[config.mk]
export PLATFORM = sky130hd
export DESIGN_NAME = arm_scoreboard
export DESIGN_NICKNAME = d
export VERILOG_FILES = /design/src/rtl/arm_scoreboard.sv
export SDC_FILE = /design/constraint.sdc
export NUM_CORES = 1
export LEC_CHECK = 0
export CAP_MARGIN = 20
export CORE_MARGIN = 3
export CORE_UTILIZATION = 30
export DETAILED_ROUTE_END_ITERATION = 6
export SLEW_MARGIN = 5
export SYNTH_ARGS = -nofsm -noshare
export SYNTH_HDL_FRONTEND = slang
export SYNTH_SLANG_ARGS = --single-unit
[constraint.sdc]
create_clock -name clk -period 4.9 [get_ports clk]
set_input_delay 0.49 -clock clk [delete_from_list [all_inputs] [get_ports clk]]
set_output_delay 0.49 -clock clk [all_outputs]
set_load 0.005 [all_outputs]
[src/rtl/arm_scoreboard.sv]
// arm_scoreboard: register-hazard scoreboard for a short ARM-like pipeline.
//
// Tracks the EX, MEM and WB stages that sit downstream of decode and decides
// every cycle whether the decoded (ID) instruction may advance or must be held.
// With FORWARD=1 only a load followed directly by a consumer is a hazard; with
// FORWARD=0 any in-flight writer of a read register is a hazard.
//
// Ports:
//   clk, rst_b               clock, asynchronous active-low reset
//   id_valid                 a decoded instruction is present
//   id_rd_we / id_rd_num     destination write enable / register number
//   id_is_load               instruction is a load
//   id_halted                instruction is SWI (halt)
//   id_read_mask             bit i qualifies read slot i
//   id_read_reg0..2          read register numbers
//   flush                    redirect: nothing issues this cycle
//   stall / issue            hold / advance the ID instruction
//   busy_vec                 one bit per register with an in-flight writer
//   halt_done                halt issued and pipeline drained (sticky)
//   stall_count              saturating count of stall cycles before halt
module arm_scoreboard #(
   parameter int unsigned FORWARD = 1,
   parameter int unsigned CNT_W   = 16
) (
   input  logic             clk,
   input  logic             rst_b,
   input  logic             id_valid,
   input  logic             id_rd_we,
   input  logic [3:0]       id_rd_num,
   input  logic             id_is_load,
   input  logic             id_halted,
   input  logic [2:0]       id_read_mask,
   input  logic [3:0]       id_read_reg0,
   input  logic [3:0]       id_read_reg1,
   input  logic [3:0]       id_read_reg2,
   input  logic             flush,
   output logic             stall,
   output logic             issue,
   output logic [15:0]      busy_vec,
   output logic             halt_done,
   output logic [CNT_W-1:0] stall_count
);

   typedef struct packed {
      logic       v;
      logic       we;
      logic [3:0] rd;
      logic       ld;
   } stage_t;

   stage_t ex_q, mem_q, wb_q, ex_d;
   stage_t stg [3];
   logic [3:0] rd_slot [3];
   logic [2:0] hit;
   logic hazard, in_ok;
   logic halt_pending_q, halt_pending_d;
   logic halt_done_q, halt_done_d;
   logic [CNT_W-1:0] stall_count_q, stall_count_d;
   logic unused_ld;

   assign stg[0] = ex_q;
   assign stg[1] = mem_q;
   assign stg[2] = wb_q;
   assign rd_slot[0] = id_read_reg0;
   assign rd_slot[1] = id_read_reg1;
   assign rd_slot[2] = id_read_reg2;

   // Load flags of MEM/WB never matter: by then the data is forwardable.
   assign unused_ld = mem_q.ld ^ wb_q.ld;

   // Per-stage read/write match; unmasked slots are skipped entirely.
   always_comb begin
      hit = '0;
      for (int s = 0; s < 3; s++) begin
         for (int i = 0; i < 3; i++) begin
            if (id_read_mask[i] && stg[s].v && stg[s].we && (rd_slot[i] == stg[s].rd)) begin
               hit[s] = 1'b1;
            end
         end
      end
   end

   always_comb begin
      if (FORWARD != 0) begin
         hazard = hit[0] & ex_q.ld;
      end else begin
         hazard = |hit;
      end
   end

   // rst_b gating keeps stall/issue low while reset is held.
   assign in_ok = rst_b & id_valid & ~flush;
   assign stall = in_ok & (hazard | halt_pending_q);
   assign issue = in_ok & ~hazard & ~halt_pending_q;

   always_comb begin
      busy_vec = '0;
      for (int s = 0; s < 3; s++) begin
         if (stg[s].v && stg[s].we) begin
            busy_vec[stg[s].rd] = 1'b1;
         end
      end
   end

   always_comb begin
      ex_d = '0;
      if (issue) begin
         ex_d = '{v: 1'b1, we: id_rd_we, rd: id_rd_num, ld: id_is_load};
      end
      halt_pending_d = halt_pending_q | (issue & id_halted);
      // Drained once the post-edge EX, MEM and WB are all empty.
      halt_done_d = halt_done_q | (halt_pending_d & ~ex_d.v & ~ex_q.v & ~mem_q.v);
      stall_count_d = stall_count_q;
      if (stall && !halt_pending_q && !(&stall_count_q)) begin
         stall_count_d = stall_count_q + CNT_W'(1);
      end
   end

   always_ff @(posedge clk or negedge rst_b) begin
      if (!rst_b) begin
         ex_q           <= '0;
         mem_q          <= '0;
         wb_q           <= '0;
         halt_pending_q <= 1'b0;
         halt_done_q    <= 1'b0;
         stall_count_q  <= '0;
      end else begin
         ex_q           <= ex_d;
         mem_q          <= ex_q;
         wb_q           <= mem_q;
         halt_pending_q <= halt_pending_d;
         halt_done_q    <= halt_done_d;
         stall_count_q  <= stall_count_d;
      end
   end

   assign halt_done   = halt_done_q;
   assign stall_count = stall_count_q;

endmodule
After elaboration in Yosys (flattened, before gate mapping) --
Index checks and enable logic that the tools add are counted.
Cells by class: add/sub/neg operators 1, multipliers 0, div/mod/pow operators 0, order comparisons 6, equality and inequality tests 3, shift-type cells 0, mux-type cells 13, bitwise gates (word level) 21, reduce and logical (&&, ||, !) cells 20
Operators by type and width (count):
- $mux W16 | 3
- $or A16 B16 Y16 | 2
- $logic_and A1 B1 Y1 | 17
- $add A16 B1 Y16 const B | 1
- $reduce_and A16 Y1 | 1
- $lt A4 B5 Y1 const B | 3
- $demux W1 S4 | 3
- $eq A4 B4 Y1 | 3
- $ge A4 B1 Y1 const B | 3
- $and A1 B1 Y1 | 10
- $mux W7 | 1
- $mux W1 | 6
- $not A1 Y1 | 6
- $or A1 B1 Y1 | 3
- $logic_not A1 Y1 | 2
Storage, ports and cells: bits in registers 37, bits in latches 0, bits in writable memories 0, memory bits (read-only) 0, input bits 26, output and inout bits 35, logic and storage cells 77, memories 0

Longest topological paths before layout --
word-level depth 16, mapped depth 8, mapped depth without buffers 7

Worst setup path after synthesis --
No wires, ideal clock.
kind reg2out, start point reg ex_q[3] in the netlist's numbering, end point out stall, arrival time 1.404 ns, required time 4.410 ns, slack 3.006 ns, cell stages (with the launch flop) 8, path buffers 2, cells stage by stage dfrtp_1 -> buf_4 -> xnor2_1 -> nand3_1 -> nor3_2 -> nor3_2 -> buf_2 -> a211oi_1
On the way: word-level cells in the longest chain between the ends 8, elaborated cells between the ends (all ways) 12, those cells by class eq/ne (3); mux (3); bitwise (3); reduce/logical (3)
RTL lines:
- start, declared | line 51 | stage_t ex_q, mem_q, wb_q, ex_d;
- start signal, assigned | line 121 | ex_q <= '0;
- start signal, assigned | line 128 | ex_q <= ex_d;
- $eq A4 B4 Y1 | line 76 | if (id_read_mask[i] && stg[s].v && stg[s].we && (rd_slot[i] == stg[s].rd)) begin
- $logic_and A1 B1 Y1 | line 76
- $mux W1 (2 in series) | line 76
- $mux W1 * | line 76
- $and A1 B1 Y1 * | line 85 | hazard = hit[0] & ex_q.ld;
- $or A1 B1 Y1 * | line 93 | assign stall = in_ok & (hazard | halt_pending_q);
- $and A1 B1 Y1 * | line 93
- end, declared | line 37 | output logic stall,
Every way passes the cells marked *; elsewhere a longest branch is shown, timed or not.

Final worst setup path --
start point in rst_b, end point out issue
On the way: word-level cells in the longest chain between the ends 4
RTL lines:
- start, declared | line 26 | input logic rst_b,
- $and A1 B1 Y1 (2 in series) | line 92 | assign in_ok = rst_b & id_valid & ~flush;
- $and A1 B1 Y1 (2 in series) | line 94 | assign issue = in_ok & ~hazard & ~halt_pending_q;
- end, declared | line 38 | output logic issue,
Every way passes these cells.

==> out/metrics.yaml <==
area_delta_synth_final_pct: 37.2
rrSetupSlack_ps: 2880
dpl_worst_slack_ps: 1810
fillers: 667
final_cell_mix: "59 x clkdlybuf4s50_1, 37 x dfrtp_1, 35 x nand2_1"
syn-cell-area_um2: 2120
yosysTopAreaCell: "dfrtp_1"
vias: 1849
gp_congestion: 0.867
power_density_nw_per_um2: 219
path_buf_inv: 3
grt.met2_usage_pct: 23.3
fin_crit_ps: 3010
crit_family: "simple AND/OR/NAND/NOR gates"
cpPeakStageDelay_ps: 610
finClkSkew_ps: 8.34
clkPwrFrac_pct: 41.8
r2r_end: "stall_count[1]$_DFFE_PN0P_"
hold_class: "input port to asynchronous set/reset pin"
grt_max_degree: 39
fin_util_pct: 44.0
fin_hold_ws_ps: 240
cap_violations: 0
synth_nets: 246
n_antenna_cell: 0
clock_path_buffers: 2
worstPathArrival_ps: 2520
cts_hold_buf: 0
startpoint_type: "input port"
ir_drop_v: 0.000124
core_um2: 6600
final_hold_viol_count: 0
cts_root_buffer: "clkbuf_8"
path_clk_slew_ps: 70
regArea_um2: 926
final_nets: 307
finalCritPeriodShare_pct: 61.4
grt_pass1_wl_mm: 9.45
synth_async_sr_flop_share_pct: 100
first_iter_violations: 99
pin_count: 61
drive_above_1_share_pct: 7.83
end_kind: "output pin"
grt_overflow: 0
synth.avg_cell_area_um2: 9.67
antenna_found_initial: 0
yosys.cell_types.count: 41
gr-usage-met1_pct: 18.1
synth_flop_cell: "dfrtp_1"
die_area_um2: 8110
portBuffers: 60
crit_chain: "buf_2, buf_4, nand2_1, nor3_2, and2_1, clkdlybuf4s50_1"
routed_wl_mm: 5.28
die_w_um: 90.0
timing.setup.tns_ps: 0
seq_area_frac_synth_pct: 43.7
synth_top_cells_by_area: "dfrtp_1 44%, nand2_1 6.2%, xnor2_1 5.4%"
maxSlewViolCount: 0
reg2reg_from: "ex_q[2]$_DFF_PN0_"
max_slew_margin_pct: 48.0
grt-busiest-layer: "met2"
cp_slowest_cell: "nor3_2"
cts_inserted_buffers: 5
status: "finished clean"
cts_max_level: 2
synth_seq_cells: 37
layout_commonest_cell: "clkdlybuf4s50_1"
synth_warnings: 0
path_class: "input port to output pin"
dr.pass1.iters: 4
clock_latency_ps: 280
drc: 0
grt.met3_usage_pct: 4.01
routedWlPerCell_um: 14.1
path_max_fanout: 38
synth-edff-count: 0
swShare_pct: 20.5
synth_top_area_share_pct: 43.7
p_leak_nw: 1.29
intPower_uw: 507
cts_tree: "built"
power.switching_uw: 131
hpwl_mm: 3.98
cts_resized: 0
initial_utilization_pct: 32.1
layout_setup_ws_ps: 1890
multi_input_area_um2: 1120
drtAntennaViolNets: 0
num_rows: 29
vias_per_cell: 4.94
clock.fmax_mhz: 332
grt_pass1_vias: 1953
clock-sinks: 37
die_h_um: 90.0
total_power_uw: 637
p_seq_share_pct: 50.4
grtUsageTotal_pct: 13.9
finalSetupViolations: 0
post-cts-setup-buffers: 0
cp.required_ps: 4410
worstMarginPinSlew_ps: 776
r2r_cells: 7
pwr-share-comb_pct: 7.8
rsz0062_at_grt: "no"
syn_inst: 219
power by group through the flow:
| stage | sequential [mW] | clock, mW | combinational, mW |
|---|---|---|---|
| 3_5_place_dp | 0.327 | 0 | 0.0506 |
| 3_3_place_gp | 0.327 | 0 | 0.0500 |
| 4_1_cts | 0.321 | 0.274 | 0.0507 |
| 6_report | 0.321 | 0.267 | 0.0497 |
| 2_1_floorplan | 0.323 | 0 | 0.0215 |
| 5_1_grt | 0.322 | 0.287 | 0.0553 |
synthesized netlist by cell type, drive strengths merged, types with 2 or more instances:
master / number
dfrtp: 37
nand2: 37
nor2: 17
nand3: 13
xnor2: 13
xor2: 12
a22oi: 10
and3: 10
nor3b: 10
nor3: 9
nand4: 8
buf: 6
nor2b: 6
inv: 4
a32oi: 3
nor4b: 3
a221o: 2
and2: 2
and4: 2
clkbuf: 2
mux2: 2
nor4: 2
area by class of cell:
cell class,count,area share (%)
clock buffer,7,2.97
clock inverter,1,1.03
inverter,4,0.517
multi-input combinational,170,38.6
sequential,37,31.9
tap,93,4.00
timing repair buffer,62,21.0
state kept, by name, indices dropped and copies added (netlist names):
register	count
ex_q	7
halt_done	1
mem_q	6
halt_pending_q	1
stg	6
stall_count	16
through the flow:
stage | std cells | instance area, um2
global placement | 366 | 2790
detailed placement | 366 | 2790
CTS | 374 | 2910
finish | 374 | 2910
global route | 374 | 2910
floorplan | 219 | 2120
cells by family (layout without fill, tap and decap cells):
logic type,after synthesis,count (layout),synth area share (%)
flip-flops,37,37,43.7
adder cells (fa/ha/maj),1,1,0.591
AND/OR/NAND/NOR,123,123,33.6
AO/OA/AOI/OAI,18,18,6.79
XOR/XNOR,25,25,10.3
buffers and inverters,12,74,3.31
multiplexers,3,3,1.71
layer usage:
metal  share of wire [%]  up-vias
met5                   0        -
met4                0.66        0
met3                 6.6        4
met2                  50       71
met1                  42      882
li1                    -      892
how the worst max path moves through the flow:
stage	cells past startpoint	from	slack [ps]	end
floorplan	7	ex_q[3]$_DFF_PN0_	3010	stall
CTS	6	rst_b	1810	issue
finish	6	rst_b	1890	issue
detailed placement	6	rst_b	1810	issue
global placement	6	rst_b	1870	issue
global route	6	rst_b	1630	issue
worst reg2reg max path, stage by stage, from the launching register on:
cell	delay (ps)
dfrtp_1	590
xnor2_1	170
nand3_1	110
nor3_2	180
nor3_2	60
buf_4	210
or2_4	290
mux2_4	290
No activity file was read; power rests on OpenSTA's default activity.
